`src/rtl/priority_exception_unit.sv`:
```
// Exception/interrupt prioritiser: latches per-source exceptions, captures one external
// interrupt, and reports the cause of whichever event the controller takes.
module priority_exception_unit #(
  parameter int unsigned NUM_EXC = 16,
  parameter int unsigned IRQ_W   = 4,
  parameter int unsigned CAUSE_W = 5
) (
  input  logic               clk,
  input  logic               reset,
  input  logic [NUM_EXC-1:0] triggerException,
  input  logic [NUM_EXC-1:0] exceptionMask,
  input  logic               interruptEnable,
  input  logic               interruptRequest,
  input  logic [IRQ_W-1:0]   interruptIn,
  input  logic               takeException,
  output logic               exceptionPending,
  output logic               interruptPending,
  output logic [CAUSE_W-1:0] cause,
  output logic [IRQ_W-1:0]   interruptOut,
  output logic               interruptAcknowledge,
  output logic               overrun
);

  localparam int unsigned IDX_W = (NUM_EXC > 1) ? $clog2(NUM_EXC) : 1;

  generate
    if (NUM_EXC < 2 || NUM_EXC > 32) begin : g_bad_num_exc
      $error("NUM_EXC must be in 2..32");
    end
    if ((2 ** CAUSE_W) < (NUM_EXC + (2 ** IRQ_W))) begin : g_bad_cause_w
      $error("CAUSE_W too narrow for NUM_EXC exceptions plus all interrupt ids");
    end
  endgenerate

  typedef enum logic [1:0] {
    S_IDLE      = 2'd0,
    S_CAPTURED  = 2'd1,
    S_ACK       = 2'd2,
    S_WAIT_DROP = 2'd3
  } state_t;

  state_t               r_state;
  logic [NUM_EXC-1:0]   r_pending;
  logic                 r_overrun;
  logic [CAUSE_W-1:0]   r_cause;
  logic [IRQ_W-1:0]     r_irq_id;
  logic [IRQ_W-1:0]     r_irq_out;
  logic                 r_ack;

  logic [NUM_EXC-1:0]   w_enabled;
  logic                 w_exc_pending;
  logic [IDX_W-1:0]     w_winner;
  logic                 w_take_exc;
  logic [NUM_EXC-1:0]   w_clear;

  assign w_enabled     = r_pending & exceptionMask;
  assign w_exc_pending = |w_enabled;
  assign w_take_exc    = takeException & w_exc_pending;
  assign w_clear       = w_take_exc ? (NUM_EXC'(1) << w_winner) : '0;

  // Lowest enabled pending index wins; scanning downward leaves the lowest hit last.
  always_comb begin
    w_winner = '0;
    for (int i = int'(NUM_EXC) - 1; i >= 0; i--) begin
      if (w_enabled[i]) w_winner = IDX_W'(i);
    end
  end

  // A trigger arriving with the take-clear of the same bit keeps it pending.
  always_ff @(posedge clk or posedge reset) begin
    if (reset) begin
      r_pending <= '0;
      r_overrun <= 1'b0;
    end else begin
      r_pending <= (r_pending & ~w_clear) | triggerException;
      if (|(triggerException & r_pending)) r_overrun <= 1'b1;
    end
  end

  // Interrupt handshake and cause reporting; exceptions always beat the interrupt.
  always_ff @(posedge clk or posedge reset) begin
    if (reset) begin
      r_state   <= S_IDLE;
      r_irq_id  <= '0;
      r_irq_out <= '0;
      r_cause   <= '0;
      r_ack     <= 1'b0;
    end else begin
      r_ack <= 1'b0;
      if (w_take_exc) r_cause <= CAUSE_W'(w_winner);
      case (r_state)
        S_IDLE: begin
          if (interruptRequest && interruptEnable) begin
            r_state  <= S_CAPTURED;
            r_irq_id <= interruptIn;
          end
        end
        S_CAPTURED: begin
          if (!interruptEnable) begin
            r_state <= S_IDLE;
          end else if (takeException && !w_exc_pending) begin
            r_state   <= S_ACK;
            r_cause   <= CAUSE_W'(NUM_EXC) + CAUSE_W'(r_irq_id);
            r_irq_out <= r_irq_id;
            r_ack     <= 1'b1;
          end
        end
        S_ACK:       r_state <= S_WAIT_DROP;
        S_WAIT_DROP: if (!interruptRequest) r_state <= S_IDLE;
        default:     r_state <= S_IDLE;
      endcase
    end
  end

  assign exceptionPending     = w_exc_pending;
  assign interruptPending     = (r_state == S_CAPTURED);
  assign cause                = r_cause;
  assign interruptOut         = r_irq_out;
  assign interruptAcknowledge = r_ack;
  assign overrun              = r_overrun;

endmodule

```
`config.mk`:
```
export PLATFORM = sky130hd
export DESIGN_NAME = priority_exception_unit
export DESIGN_NICKNAME = d
export VERILOG_FILES = /design/src/rtl/priority_exception_unit.sv
export SDC_FILE = /design/constraint.sdc
export NUM_CORES = 1
export LEC_CHECK = 0
export BUFFER_PORTS_ARGS = -buffer_cell sky130_fd_sc_hd__buf_2
export CAP_MARGIN = 20
export CORE_ASPECT_RATIO = 0.6
export CORE_UTILIZATION = 51
export DETAILED_ROUTE_END_ITERATION = 10
export GPL_ROUTABILITY_DRIVEN = 0
export PLACE_DENSITY = 0.77
export SLEW_MARGIN = 10
export SYNTH_ARGS = -nofsm -noshare
export SYNTH_HDL_FRONTEND = slang
export SYNTH_SLANG_ARGS = --single-unit
```
`constraint.sdc`:
```
create_clock -name clk -period 1.8 [get_ports clk]
set_input_delay 0.09 -clock clk [delete_from_list [all_inputs] [get_ports clk]]
set_output_delay 0.09 -clock clk [all_outputs]
set_load 0.02 [all_outputs]
```
Word-level counts from Yosys, hierarchy flattened
Cells that the tools add are included.
{"block": "totals", "inputBits": 41, "out_inout_bits": 13, "mem_bits_ro": 0, "latchBits": 0, "word_cells": 59, "ramBits": 0, "register_bits": 33, "memories": 0}
{"block": "classes", "n_addsub": 1, "n_eq_ne": 6, "n_div": 0, "shifts": 1, "magnitude_cmp": 0, "bitwise": 6, "reduce_logical": 9, "multipliers": 0, "n_mux": 29}
{"cell": "4-bit 2-to-1 mux", "count": 16}
{"cell": "16-bit bitwise AND", "count": 3}
{"cell": "16-bit OR reduction", "count": 2}
{"cell": "5-bit 2-to-1 mux", "count": 4}
{"cell": "16-bit 2-to-1 mux", "count": 1}
{"cell": "16-bit inverter", "count": 1}
{"cell": "16-bit bitwise OR", "count": 1}
{"cell": "1-bit by 4-bit << shifter with 16-bit output (first input constant)", "count": 1}
{"cell": "2-bit 2-to-1 mux", "count": 4}
{"cell": "2-bit one-hot mux with 4 select lines", "count": 1}
{"cell": "3-bit AND reduction", "count": 2}
{"cell": "5-bit by 4-bit adder with 5-bit output (first input constant)", "count": 1}
{"cell": "2-bit equality test (second input constant)", "count": 2}
{"cell": "2-bit inequality test (second input constant)", "count": 2}
{"cell": "1-bit 2-to-1 mux", "count": 3}
{"cell": "3-bit by 2-bit inequality test with 1-bit output (second input constant)", "count": 1}
{"cell": "2-bit by 1-bit equality test with 1-bit output (second input constant)", "count": 1}
{"cell": "1-bit logical AND", "count": 2}
{"cell": "2-bit zero test", "count": 1}
{"cell": "2-bit AND reduction", "count": 1}
{"cell": "1-bit bitwise AND", "count": 1}
{"cell": "1-bit zero test", "count": 1}

Longest topological paths before layout
{"block": "depth", "word_depth": 22, "mapped_depth": 7, "ltp_nobuf": 7}

Worst setup path before layout
No wires, ideal clock.
{"block": "synth_timing", "path_type": "register to register", "from": "reg r_pending[7]", "to": "reg r_cause[0] (netlist: cause[0])", "required_ns": 1.677, "period_less_slack_ns": 1.703, "arrival_time_ns": 1.580, "path_buffers": 0, "path_stages_with_launch": 8, "slack_ns": 0.097, "setup_ns": 0.123, "path_cell_list": "dfrtp_1 > a22oi_4 > nand4_4 > nor3_4 > inv_2 > nand2_4 > nand2b_4 > o221a_1"}
{"block": "synth_via", "word_cells_on_any_way": 17, "cone_classes": "mux (12); bitwise (2); reduce/logical (3)"}
{"item": "start: declaration", "line": "43", "source": "logic [NUM_EXC-1:0] r_pending;"}
{"item": "start signal: assignment", "line": "75", "source": "r_pending <= (r_pending & ~w_clear) | triggerException;"}
{"item": "16-bit bitwise AND *", "line": "56", "source": "assign w_enabled = r_pending & exceptionMask;"}
{"item": "16-bit OR reduction *", "line": "57", "source": "assign w_exc_pending = |w_enabled;"}
{"item": "via exceptionPending", "line": "16", "source": "output logic exceptionPending,"}
{"item": "1-bit bitwise AND or 1-bit zero test (tied branches)", "line": "58, 101"}
{"item": "5-bit 2-to-1 mux or 1-bit logical AND (tied branches)", "line": "90, 101"}
{"item": "5-bit 2-to-1 mux", "line": "101", "source": "end else if (takeException && !w_exc_pending) begin"}
{"item": "5-bit 2-to-1 mux", "line": "99", "source": "if (!interruptEnable) begin"}
{"item": "5-bit 2-to-1 mux *", "line": "91", "source": "case (r_state)"}
{"item": "end signal: assignment", "line": "90", "source": "if (w_take_exc) r_cause <= CAUSE_W'(w_winner);"}
{"item": "end signal: assignment", "line": "103", "source": "r_cause <= CAUSE_W'(NUM_EXC) + CAUSE_W'(r_irq_id);"}
{"item": "end: declaration", "line": "45", "source": "logic [CAUSE_W-1:0] r_cause;"}
The timed path passes the listed nets; every way through them passes the cells marked *.
A chain may end at the register's enable or synchronous reset.

Final worst setup path
{"block": "layout_timing", "from": "reg r_pending[11]", "to": "out exceptionPending"}
{"block": "layout_via", "elab_chain_len": 2}
{"item": "16-bit bitwise AND", "line": "56"}
{"item": "16-bit OR reduction", "line": "57"}
{"item": "end: declaration", "line": "16"}
Every way passes these cells.

==> impl_metrics.env <==
export IMPL_htreeDepth=2
export IMPL_setup_tns_ns=0
export IMPL_ys_seq_area_share_pct=46.22
export IMPL_cts_root_buf="clkbuf_8"
export IMPL_syn_cell_area_um2=1787
export IMPL_clockBufferDepth=2
export IMPL_p_per_area_nw_per_um2=798.4
export IMPL_grt_antenna_before_repair=0
export IMPL_viasPerCell=5.843
export IMPL_place_area_um2=2213
export IMPL_grt_max_degree=34
export IMPL_drt_wl_total_um=4957
export IMPL_cap_violations=0
export IMPL_first_global_vias=1546
export IMPL_clock_skew_ns=0.004384
export IMPL_clock_latency_ns=0.29
export IMPL_drcViolationCount=0
export IMPL_core_um2=3303
export IMPL_setup_ws_ns=0.06144
export IMPL_port_buffers=53
export IMPL_crit_arrival_ns=1.65
export IMPL_final_common_cell="buf_2"
export IMPL_cts_sinks=33
export IMPL_cts_tree="yes"
export IMPL_fmax_mhz=575.2
export IMPL_peakVddDrop_mv=0.4968
export IMPL_period_needed_ns=1.739
export IMPL_status="finished, final reports clean"
export IMPL_final_setup_viol_count=0
export IMPL_nFillCells=245
export IMPL_syn2layout_area_growth_pct=37.32
export IMPL_grt_overflow=0
export IMPL_final_cells=300
export IMPL_hpwl_um=3656
export IMPL_required_ns=1.71
export IMPL_dp_cells=285
export IMPL_grt_pass1_wl_um=7548
export IMPL_drt_pre_antenna_iters=5
export IMPL_vias=1753
export IMPL_max_slew_worst_pin_slew_ns=0.4834
export IMPL_criticalPathCategory="register to primary output"
export IMPL_nets=295
export IMPL_ys_ff_latch=33
export IMPL_synth_edf_count=0
export IMPL_cp_start_kind="register"
export IMPL_first_iter_violations=128
export IMPL_num_rows=16
export IMPL_stdcell_area_um2=2454
export IMPL_grt_use_total_pct=28.36
export IMPL_hold_path_class="input pin to register"
export IMPL_syn_nets=214
export IMPL_hold_slack_ns=0.009521
export IMPL_cts_inserted_buffers=5
export IMPL_yosysUniqueCellTypes=42
export IMPL_ant_nets=0
export IMPL_syn_inst=173
export IMPL_die_area_um2=3752
export IMPL_ys_flop_type="dfrtp_1"
export IMPL_ios=54
export IMPL_multi_input_area_um2=979.7
export IMPL_hold_viol=0
export IMPL_leakagePower_nw=1.154
export IMPL_initial_core_util_pct=54.09
export IMPL_rsz0062_at_grt="false"
export IMPL_layout_common_cells="53 x buf_2, 31 x dfrtp_1, 24 x nand2_1"
export IMPL_report_final_slew_viol_count=0
export IMPL_dp_slack_ns=-0.004932
export IMPL_avgSynthCellArea_um2=10.33
export IMPL_die_y_um=47.85
export IMPL_synth_async_sr_flop_share_pct=100.0
export IMPL_die_w_um=78.41
export IMPL_drive_gt1_share_pct=43.53
export IMPL_seq_area_um2=828.3
export IMPL_period_share_pct=96.59
export IMPL_cp_max_fo=4
export IMPL_p_total_mw=1.959
export IMPL_clk_pin_slew_worst_paths_ns=0.07
export IMPL_post_route_util_pct=74.28
export IMPL_slew_headroom_pct=67.78
export IMPL_wl_per_cell_um=16.52
export IMPL_ys_warn_count=0
export IMPL_antennaDiodeCount=0
export IMPL_crit_path_end_kind="primary output"
[worst paths after layout]
check                                          from                    to  slack, ns  depth (start not counted)
min in group asynchronous                     reset  interruptAcknowledge       0.42                          4
max in group asynchronous                     reset          r_pending[5]       1.05                          4
worst min-delay path            triggerException[1]          r_pending[1]       0.01                          2
worst max register to register        r_pending[11]          r_pending[9]       0.07                          8
worst max-delay path                  r_pending[11]      exceptionPending       0.06                          5
worst min register to register              overrun               overrun       0.49                          1
[critical path, cell delays in order, from the launching register on]
cell,delay (ns)
dfrtp_1,0.43
a22oi_2,0.23
nand2_1,0.16
nor3_4,0.29
inv_2,0.08
buf_2,0.17
[per-layer routing]
layer,wire length (um),GRT usage (%),share of wire [%],vias up
li1,-,-,-,816
met1,2317,41.44,47,828
met2,2006,39.30,40,94
met3,518,7.238,10,15
met4,115,13.70,2.3,0
met5,0,0,0,-
[timing repair]
| item | in CTS | in global routing |
|---|---|---|
| gates resized for setup | 3 | 7 |
| hold buffers | 4 | 0 |
| endpoints found under the hold margin | 36 | 0 |
| buffers inserted | 0 | 3 |
| endpoints found under the setup margin | 11 | 15 |
| pin swaps | 1 | 7 |
[synth_stat cells, types with 4 or more instances]
cell      n  area share, %
a21oi_1  14            3.9
inv_1     5            1.1
mux2_2    4            2.5
mux2_4    4            3.4
a21o_1    4            1.7
a22oi_1   4            1.7
nand3_1   5            1.4
nand2_1  24            5.0
dfrtp_1  33             46
o21ai_0  11            3.1
nor2_1   17            3.6
[cells by family after synthesis]
family          after synthesis  synth area share (%)
simple gates                 64                 19.05
compound gates               62                 27.59
flops                        33                 46.22
mux                           8                 5.882
buf+inv                       6                 1.260
[cell type report]
| type | instances | share of cell area [%] |
|---|---|---|
| clock buffer | 5 | 2.805 |
| clock inverter | 3 | 2.652 |
| inverter | 6 | 0.9179 |
| multi-input combinational | 134 | 39.93 |
| sequential | 33 | 33.76 |
| tap | 45 | 2.295 |
| timing repair buffer | 74 | 17.64 |
[power breakdown]
| group | total (mW) | switching, mW | internal (mW) |
|---|---|---|---|
| combinational | 0.317 | 0.169 | 0.148 |
| sequential | 0.810 | 0.0322 | 0.778 |
| clock | 0.831 | 0.282 | 0.550 |
| total | 1.96 | 0.483 | 1.48 |
[flip-flops by register name (all words and copies together) (netlist names), named ones only]
name / cells
overrun: 1
r_pending: 16
r_state: 1
interruptAcknowledge: 1
interruptOut: 4
r_irq_id: 4
cause: 4
(Power assumes the default switching activity.)
